`src/rtl/switch_move_scheduler_pkg.sv`:
```
// rtl/switch_move_scheduler_pkg.sv - shared direction codes and per-switch FSM states
package switch_move_scheduler_pkg;

  localparam logic [1:0] DIR_UP    = 2'd0;
  localparam logic [1:0] DIR_DOWN  = 2'd1;
  localparam logic [1:0] DIR_LEFT  = 2'd2;
  localparam logic [1:0] DIR_RIGHT = 2'd3;

  typedef enum logic [1:0] {
    ST_IDLE   = 2'd0,
    ST_DELAY  = 2'd1,
    ST_REPEAT = 2'd2
  } sw_state_e;

endpackage

```
`src/rtl/switch_move_scheduler_fifo.sv`:
```
// rtl/switch_move_scheduler_fifo.sv - move_fifo: small synchronous FIFO with flush
module move_fifo #(
  parameter int WIDTH = 2,
  parameter int DEPTH = 4
) (
  input  logic                       clk_i,
  input  logic                       rst_ni,
  input  logic                       push_i,
  input  logic [WIDTH-1:0]           push_data_i,
  input  logic                       pop_i,
  input  logic                       flush_i,
  output logic                       full_o,
  output logic                       empty_o,
  output logic [$clog2(DEPTH):0]     count_o,
  output logic [WIDTH-1:0]           head_o
);

  localparam int AW = $clog2(DEPTH);
  localparam int CW = AW + 1;

  logic [WIDTH-1:0] mem_q [DEPTH];
  logic [AW-1:0]    wr_ptr_q, rd_ptr_q;
  logic [CW-1:0]    count_q;
  logic             do_push, do_pop;

  assign empty_o = (count_q == '0);
  assign full_o  = (count_q == CW'(DEPTH));
  assign count_o = count_q;
  assign head_o  = mem_q[rd_ptr_q];

  // A pop on an empty FIFO is ignored; a push into a full FIFO needs a same-cycle pop.
  assign do_pop  = pop_i & ~empty_o;
  assign do_push = push_i & (~full_o | do_pop);

  always_ff @(posedge clk_i or negedge rst_ni) begin
    if (!rst_ni) begin
      wr_ptr_q <= '0;
      rd_ptr_q <= '0;
      count_q  <= '0;
      for (int i = 0; i < DEPTH; i++) mem_q[i] <= '0;
    end else if (flush_i) begin
      wr_ptr_q <= '0;
      rd_ptr_q <= '0;
      count_q  <= '0;
    end else begin
      if (do_push) begin
        mem_q[wr_ptr_q] <= push_data_i;
        wr_ptr_q        <= wr_ptr_q + AW'(1);
      end
      if (do_pop) rd_ptr_q <= rd_ptr_q + AW'(1);
      case ({do_push, do_pop})
        2'b10:   count_q <= count_q + CW'(1);
        2'b01:   count_q <= count_q - CW'(1);
        default: count_q <= count_q;
      endcase
    end
  end

endmodule

```
`src/rtl/switch_move_scheduler.sv`:
```
// rtl/switch_move_scheduler.sv - press/auto-repeat detection, round-robin arbitration into a move FIFO
module switch_move_scheduler
  import switch_move_scheduler_pkg::*;
#(
  parameter int c_REPEAT_DELAY = 12500000,
  parameter int c_REPEAT_RATE  = 3750000,
  parameter int c_FIFO_DEPTH   = 4
) (
  input  logic                          i_Clk,
  input  logic                          i_Rst_n,
  input  logic                          i_Enable,
  input  logic [3:0]                    i_Switches,
  output logic                          o_Move_Valid,
  output logic [1:0]                    o_Move_Dir,
  input  logic                          i_Move_Ready,
  output logic [$clog2(c_FIFO_DEPTH):0] o_Fifo_Count,
  output logic                          o_Drop
);

  localparam int CNT_MAX = (c_REPEAT_DELAY > c_REPEAT_RATE) ? c_REPEAT_DELAY : c_REPEAT_RATE;
  localparam int CNT_W   = $clog2(CNT_MAX) + 1;

  logic [3:0] prev_q;
  logic [3:0] pend_q, pend_d;
  logic [3:0] evt;
  logic [3:0] grant;
  logic [1:0] rr_q, rr_d;
  logic [1:0] grant_idx;
  logic       drop_q, drop_d;
  logic       fifo_full, fifo_empty, fifo_pop;

  generate
    for (genvar g = 0; g < 4; g++) begin : g_sw
      sw_state_e        state_q, state_d;
      logic [CNT_W-1:0] cnt_q, cnt_d;
      logic             evt_g;

      assign evt[g] = evt_g;

      always_ff @(posedge i_Clk or negedge i_Rst_n) begin
        if (!i_Rst_n) begin
          state_q <= ST_IDLE;
          cnt_q   <= '0;
        end else begin
          state_q <= state_d;
          cnt_q   <= cnt_d;
        end
      end

      // Release (or disable) always returns to IDLE and suppresses any same-cycle event.
      always_comb begin
        state_d = state_q;
        cnt_d   = cnt_q;
        evt_g   = 1'b0;
        if (!i_Enable || !i_Switches[g]) begin
          state_d = ST_IDLE;
          cnt_d   = '0;
        end else begin
          case (state_q)
            ST_IDLE: begin
              if (!prev_q[g]) begin
                evt_g   = 1'b1;
                state_d = ST_DELAY;
                cnt_d   = '0;
              end
            end
            ST_DELAY: begin
              if (cnt_q == CNT_W'(c_REPEAT_DELAY - 1)) begin
                evt_g   = 1'b1;
                state_d = ST_REPEAT;
                cnt_d   = '0;
              end else begin
                cnt_d = cnt_q + CNT_W'(1);
              end
            end
            ST_REPEAT: begin
              if (cnt_q == CNT_W'(c_REPEAT_RATE - 1)) begin
                evt_g = 1'b1;
                cnt_d = '0;
              end else begin
                cnt_d = cnt_q + CNT_W'(1);
              end
            end
            default: begin
              state_d = ST_IDLE;
              cnt_d   = '0;
            end
          endcase
        end
      end
    end
  endgenerate

  assign fifo_pop = o_Move_Valid & i_Move_Ready;

  always_comb begin
    logic [1:0] idx;
    logic       found;
    grant     = '0;
    grant_idx = rr_q;
    rr_d      = rr_q;
    idx       = '0;
    found     = 1'b0;
    if (i_Enable && (!fifo_full || fifo_pop)) begin
      for (int k = 0; k < 4; k++) begin
        idx = rr_q + 2'(k);
        if (!found && pend_q[idx]) begin
          grant[idx] = 1'b1;
          grant_idx  = idx;
          rr_d       = idx + 2'd1;
          found      = 1'b1;
        end
      end
    end
  end

  // An event lands on a bit that is still waiting and not being served: coalesce and flag it.
  always_comb begin
    pend_d = '0;
    drop_d = 1'b0;
    if (i_Enable) begin
      pend_d = (pend_q & ~grant) | evt;
      drop_d = |(evt & pend_q & ~grant);
    end
  end

  always_ff @(posedge i_Clk or negedge i_Rst_n) begin
    if (!i_Rst_n) begin
      prev_q <= '0;
      pend_q <= '0;
      rr_q   <= '0;
      drop_q <= 1'b0;
    end else begin
      prev_q <= i_Switches;
      pend_q <= pend_d;
      rr_q   <= rr_d;
      drop_q <= drop_d;
    end
  end

  move_fifo #(
    .WIDTH (2),
    .DEPTH (c_FIFO_DEPTH)
  ) u_fifo (
    .clk_i       (i_Clk),
    .rst_ni      (i_Rst_n),
    .push_i      (|grant),
    .push_data_i (grant_idx),
    .pop_i       (fifo_pop),
    .flush_i     (~i_Enable),
    .full_o      (fifo_full),
    .empty_o     (fifo_empty),
    .count_o     (o_Fifo_Count),
    .head_o      (o_Move_Dir)
  );

  assign o_Move_Valid = ~fifo_empty;
  assign o_Drop       = drop_q;

endmodule
```
`config.mk`:
```
export PLATFORM = sky130hd
export DESIGN_NAME = switch_move_scheduler
export DESIGN_NICKNAME = d
export VERILOG_FILES = /design/src/rtl/switch_move_scheduler_pkg.sv /design/src/rtl/switch_move_scheduler_fifo.sv /design/src/rtl/switch_move_scheduler.sv
export SDC_FILE = /design/constraint.sdc
export NUM_CORES = 1
export LEC_CHECK = 0
export CAP_MARGIN = 40
export CORE_UTILIZATION = 50
export DETAILED_ROUTE_END_ITERATION = 16
export PLACE_DENSITY = 0.64
export SETUP_SLACK_MARGIN = 0.15
export SLEW_MARGIN = 20
export SYNTH_ARGS = -nofsm -noshare
export SYNTH_HDL_FRONTEND = slang
export SYNTH_HIERARCHICAL = 1
export SYNTH_SLANG_ARGS = --single-unit
export TNS_END_PERCENT = 5
```
`constraint.sdc`:
```
create_clock -name i_Clk -period 5.3 [get_ports i_Clk]
set_input_delay 1.06 -clock i_Clk [delete_from_list [all_inputs] [get_ports i_Clk]]
set_output_delay 1.06 -clock i_Clk [all_outputs]
set_load 0.05 [all_outputs]
```
==> results of run 1 <==
-- layout by cell type (no fill, tap or decap), drive strengths merged, types with 6 or more instances in the layout --
cell and count:
and3 20, nand4 35, nand2 67, nor3 16, nor4 21, and4 8, o21ai 34, clkdlybuf4s50 13
mux4 6, nor2b 6, nor2 99, mux2i 12, mux2 12, xor2 33, dfrtp 134, or4 7
buf 8, a31o 7, a211oi 9, a31oi 22, xnor2 21, nand2b 15, a21o 8, a22o 7
inv 39, ha 37, nand3 61, a21oi 46, clkbuf 21
-- registers in the layout, summed over array words and instances, names as in the netlist --
name	cells
g_sw.cnt_q	100
g_sw.state_q	8
o_Drop	1
pend_q	4
prev_q	4
rr_q	2
u_fifo/count_o	3
u_fifo/mem_q	8
u_fifo/rd_ptr_q	2
u_fifo/wr_ptr_q	2
-- cells in the mapped netlist, types with 4 or more instances --
cell type and instances:
a22o_1 7, nor4b_1 4, o21ai_0 34, xnor2_1 21, buf_6 10, dfrtp_1 134
nor4_1 13, clkbuf_1 12, nand3_1 57, mux2_4 8, nor2_2 6, buf_2 5
nand2_1 67, and2_1 5, and4_1 7, nor2b_1 5, nor4_4 6, nand3_2 4
inv_1 39, mux4_2 6, mux2i_1 12, xor2_1 33, nand2b_1 15, a31oi_1 19
a311oi_1 4, nor3_1 14, nand4_1 35, a21oi_1 41, and3_1 20, nor2_1 91
a221o_1 4, mux2_2 4, a21o_1 8, or4_1 4, ha_1 37, a31o_2 4
a211oi_1 8
-- metrics by stage --
stage           util  worst slack (ps)
3_3_place_gp   0.526              1000
5_1_grt        0.565               453
3_5_place_dp   0.529               818
6_report       0.565               802
4_1_cts        0.565               789
2_1_floorplan      -              1280
-- routing by layer --
metal  up-vias  share of wire  GRT usage
met5         -              0          0
met4         0          0.014     0.0678
met3        24          0.033     0.0507
met2       103           0.48      0.353
met1      3242           0.47      0.281
li1       3206              -          -
-- area by class of cell --
class,count,area [µm²]
Fill cell,1410,7180
Multi-Input combinational cell,674,4740
Sequential cell,134,3350
Clock buffer,21,470
Tap cell,220,275
Timing Repair Buffer,22,225
Inverter,39,146
Clock inverter,9,126
-- report_power, final --
group          total (mW)  internal (mW)  switching [mW]
Combinational       0.667          0.289           0.378
Sequential           1.14           1.07          0.0725
Clock                1.20          0.768           0.432
-- worst paths after layout --
kind / from / to / slack (ps) / depth (start not counted)
hold / removal: g_sw[0].cnt_q[1] / g_sw[0].cnt_q[1] / 490 / 2
setup / recovery: rr_q[0] / u_fifo/count_o[2] / 800 / 13
max in group asynchronous: i_Rst_n / g_sw[2].cnt_q[14] / 3620 / 3
setup reg to reg: rr_q[0] / u_fifo/count_o[2] / 800 / 13
min in group asynchronous: i_Rst_n / g_sw[0].cnt_q[13] / 520 / 1
hold reg to reg: g_sw[0].cnt_q[1] / g_sw[0].cnt_q[1] / 490 / 2
-- worst max-delay path, stage by stage (launching register included) --
cell and delay [ps]:
dfrtp_1 720, inv_1 260, ha_1 470, mux4_2 490, nor4b_4 500, and3_1 230, a31oi_2 60, nand4_1 120
buf_4 170, nand2b_1 180, nor2_1 70, fa_1 400, or4_1 550, a31oi_1 190
-- kinds of logic after synthesis --
family	Yosys count	share of synthesized area
AND/OR/NAND/NOR	390	0.265
AO/OA/AOI/OAI	162	0.133
flip-flops	134	0.397
buffers and inverters	70	0.0422
XOR/XNOR	54	0.0560
adder cells (fa/ha/maj)	38	0.0571
multiplexers	30	0.0497
==> impl_metrics.env, run 1 <==
export IMPL_max_slew_margin=0.516
export IMPL_arrival_ps=4840
export IMPL_synthArstFlopShare=1.00
export IMPL_holdBufCountCts=0
export IMPL_io_pins=15
export IMPL_die_area_um2=17400
export IMPL_maxCapViolations=0
export IMPL_cp_end_kind="flip-flop"
export IMPL_first_global_vias=6458
export IMPL_worstMarginPinSlew_ps=726
export IMPL_rows=47
export IMPL_vdd_drop_max_uv=278
export IMPL_grt_pass1_wl_um=30500
export IMPL_synth_nets=924
export IMPL_drive_gt1_frac=0.121
export IMPL_drc=0
export IMPL_port_buffers=14
export IMPL_dpl_cell_area_um2=8740
export IMPL_power_mw=3.01
export IMPL_clk_latency_ps=430
export IMPL_finalCriticalPeriod_ps=4500
export IMPL_syn_area_um2=8450
export IMPL_num_vias=6575
export IMPL_dp_cells=1088
export IMPL_post_synth_num_cell_types=81
export IMPL_finalHoldViolCount=0
export IMPL_clock_path_buffers=2
export IMPL_drv_slew=0
export IMPL_htreeDepth=4
export IMPL_viasPerCell=5.88
export IMPL_hold_slack_ps=493
export IMPL_die_x_um=132
export IMPL_grt_max_degree=68
export IMPL_gp_congestion=0.838
export IMPL_setup_viol=0
export IMPL_antenna_left=0
export IMPL_cts_tree="built"
export IMPL_critPathMaxFanout=15
export IMPL_finalSetupTns_ps=0
export IMPL_rsz0062_at_grt="false"
export IMPL_cp_start_kind="flip-flop"
export IMPL_grt_usage=0.215
export IMPL_synthTopCellsByArea="dfrtp_1, ha_1, nor2_1"
export IMPL_cts_resized=0
export IMPL_netlist_instances=878
export IMPL_cts_root_buf="clkbuf_16"
export IMPL_ys_ff_latch=134
export IMPL_grt_antenna_before_repair=0
export IMPL_power_density_nw_per_um2=322
export IMPL_postSynthAreaPerCell_um2=9.63
export IMPL_dr_pass1_iters=5
export IMPL_overflow=0
export IMPL_leakage_nw=3.79
export IMPL_cts_num_sinks=134
export IMPL_dp_hpwl_um=12600
export IMPL_ys_seq_area_frac=0.397
export IMPL_fp_dieH_um=132
export IMPL_synth_warnings=6
export IMPL_core_area_um2=16500
export IMPL_hold_path_class="reg2reg"
export IMPL_max_freq_mhz=222
export IMPL_required_ps=5640
export IMPL_nets=934
export IMPL_skew_ps=11.2
export IMPL_cts_setup_buffers=0
export IMPL_crit_type="reg2reg"
export IMPL_wl_per_cell_um=15.9
export IMPL_synth_edf_count=0
export IMPL_yosysTopAreaCell="dfrtp_1"
export IMPL_synth_flop_cell="dfrtp_1"
export IMPL_area_delta_synth_final_pct=10.5
export IMPL_status="complete, no violations"
export IMPL_n_antenna_cell=0
export IMPL_stdcell_area_um2=9340
export IMPL_start_util=0.512
export IMPL_clk_pin_slew_ps=60
export IMPL_finalNonFillerCells=1119
export IMPL_finalWirelength_um=17800
export IMPL_dr_first_iter_drc_count=387
export IMPL_synth_top_area_frac=0.397
export IMPL_cts_buffers=17
export IMPL_final_period_utilization=0.849
Power figures use the tool's default switching activity.
==> run 2: changes to the inputs <==
Settings changed: PLACE_DENSITY 0.64 to 0.67.
Clock period 5.3 ns to 3.94 ns, I/O delays scaled along.
==> run 2 against run 1 <==
Net effect:
- clock-buffer cell count is 1 lower
- largest power group unchanged
- sequential share of layout area is 0.57 points lower
- critical endpoint unchanged
- worst hold slack worse by 180 ps
==> impl_metrics.env, run 2 (same netlist as run 1, synthesis figures left out) <==
export IMPL_status="complete, no violations"
export IMPL_grt_pass1_wl_um=30100
export IMPL_core_area_um2=16500
export IMPL_start_util=0.512
export IMPL_finalSetupTns_ps=0
export IMPL_grt_usage=0.211
export IMPL_max_slew_margin=0.548
export IMPL_clk_pin_slew_ps=60
export IMPL_htreeDepth=4
export IMPL_dpl_cell_area_um2=8810
export IMPL_worst_slack_ps=346
export IMPL_final_period_utilization=0.912
export IMPL_maxCapViolations=0
export IMPL_skew_ps=7.06
export IMPL_largest_reg_flops=100
export IMPL_overflow=0
export IMPL_vdd_drop_max_uv=309
export IMPL_post_route_util=0.575
export IMPL_arrival_ps=3930
export IMPL_drc=0
export IMPL_largestRegisters="g_sw.cnt_q x100, g_sw.state_q x8, u_fifo/mem_q x8"
export IMPL_fp_dieH_um=132
export IMPL_leakage_nw=3.88
export IMPL_power_mw=4.15
export IMPL_nets=951
export IMPL_cp_start_kind="flip-flop"
export IMPL_worstMarginPinSlew_ps=679
export IMPL_grt_max_degree=63
export IMPL_wl_per_cell_um=15.1
export IMPL_grt_antenna_before_repair=0
export IMPL_dr_pass1_iters=5
export IMPL_drv_slew=0
export IMPL_finalWirelength_um=17200
export IMPL_power_density_nw_per_um2=437
export IMPL_setup_viol=0
export IMPL_die_area_um2=17400
export IMPL_port_buffers=14
export IMPL_dr_first_iter_drc_count=440
export IMPL_rsz0062_at_grt="false"
export IMPL_finalHoldViolCount=0
export IMPL_max_freq_mhz=278
export IMPL_rows=47
export IMPL_first_global_vias=6301
export IMPL_post_place_ws_ps=291
export IMPL_n_antenna_cell=0
export IMPL_rr_startpoint="rr_q[0]"
export IMPL_hold_slack_ps=310
export IMPL_cts_root_buf="clkbuf_16"
export IMPL_cts_tree="built"
export IMPL_finalNonFillerCells=1138
export IMPL_holdBufCountCts=0
export IMPL_clk_latency_ps=420
export IMPL_crit_type="reg2reg"
export IMPL_layout_common_cells="dfrtp_1, nor2_1, nand2_1, nand3_1, a21oi_1"
export IMPL_top_register="g_sw.cnt_q"
export IMPL_area_delta_synth_final_pct=12.3
export IMPL_viasPerCell=5.73
export IMPL_num_vias=6524
export IMPL_clock_path_buffers=2
export IMPL_antenna_left=0
export IMPL_dp_hpwl_um=11900
export IMPL_critPathMaxFanout=7
export IMPL_gp_congestion=0.836
export IMPL_drive_gt1_frac=0.143
export IMPL_hold_path_class="in2async"
export IMPL_dp_cells=1096
export IMPL_die_x_um=132
export IMPL_cts_buffers=17
export IMPL_io_pins=15
export IMPL_cts_num_sinks=134
export IMPL_finalCriticalPeriod_ps=3590
export IMPL_stdcell_area_um2=9490
export IMPL_cp_end_kind="flip-flop"
export IMPL_cp_startpoint="rr_q[0]"
export IMPL_required_ps=4280
export IMPL_mostFrequentLayoutCell="dfrtp_1"
## run 2: cell types whose count changed in the layout (fill, tap and decap cells not counted), sizes merged
cell	before	now
buf	8	26
clkbuf	21	20
clkdlybuf4s15	1	0
clkinv	5	8
clkinvlp	1	2
inv	39	38
## run 2: timing repair
action | in CTS | in global routing
gates resized for setup | 0 | 1
buffers inserted | 0 | 10
endpoints found under the setup margin | 0 | 1
## run 2: worst paths after layout
check | to | slack, ps | cells after the start
worst max-delay path | u_fifo/count_o[2] | 350 | 12
worst min-delay path | g_sw[0].cnt_q[3] | 310 | 1
worst max register to register | u_fifo/count_o[2] | 350 | 12
worst min register to register | g_sw[0].cnt_q[1] | 500 | 2
max in group asynchronous | g_sw[1].state_q[1] | 2700 | 3
min in group i_Clk | g_sw[0].cnt_q[1] | 500 | 2
## run 2: final cells by class
cell class | instances | area (µm²)
tap | 220 | 275
sequential | 134 | 3350
timing repair buffer | 39 | 349
fill | 1463 | 7030
clock buffer | 20 | 457
multi-input combinational | 674 | 4760
clock inverter | 12 | 153
inverter | 39 | 150
## run 2: power breakdown
group,switching (mW),leakage [nW],internal [mW]
combinational,0.556,1.73,0.461
clock,0.602,0.300,1.03
sequential,0.0640,1.84,1.44
total,1.22,3.88,2.93
## run 2: metal layers
layer	wire, µm	vias up	track usage
met5	0	-	0
met4	252	0	0.0640
met3	529	24	0.0396
met2	7790	97	0.331
met1	8580	3150	0.297
li1	-	3253	-
## run 2: critical path, cell delays in order (launching register included)
cell and delay [ps]:
dfrtp_2 430, clkinvlp_4 180, ha_4 330, mux4_2 420, nor4b_4 330, and3_1 200
a31oi_1 70, nand4_1 160, nand2b_1 180, nor2_1 70, fa_1 410, or4_1 550
a31oi_1 180
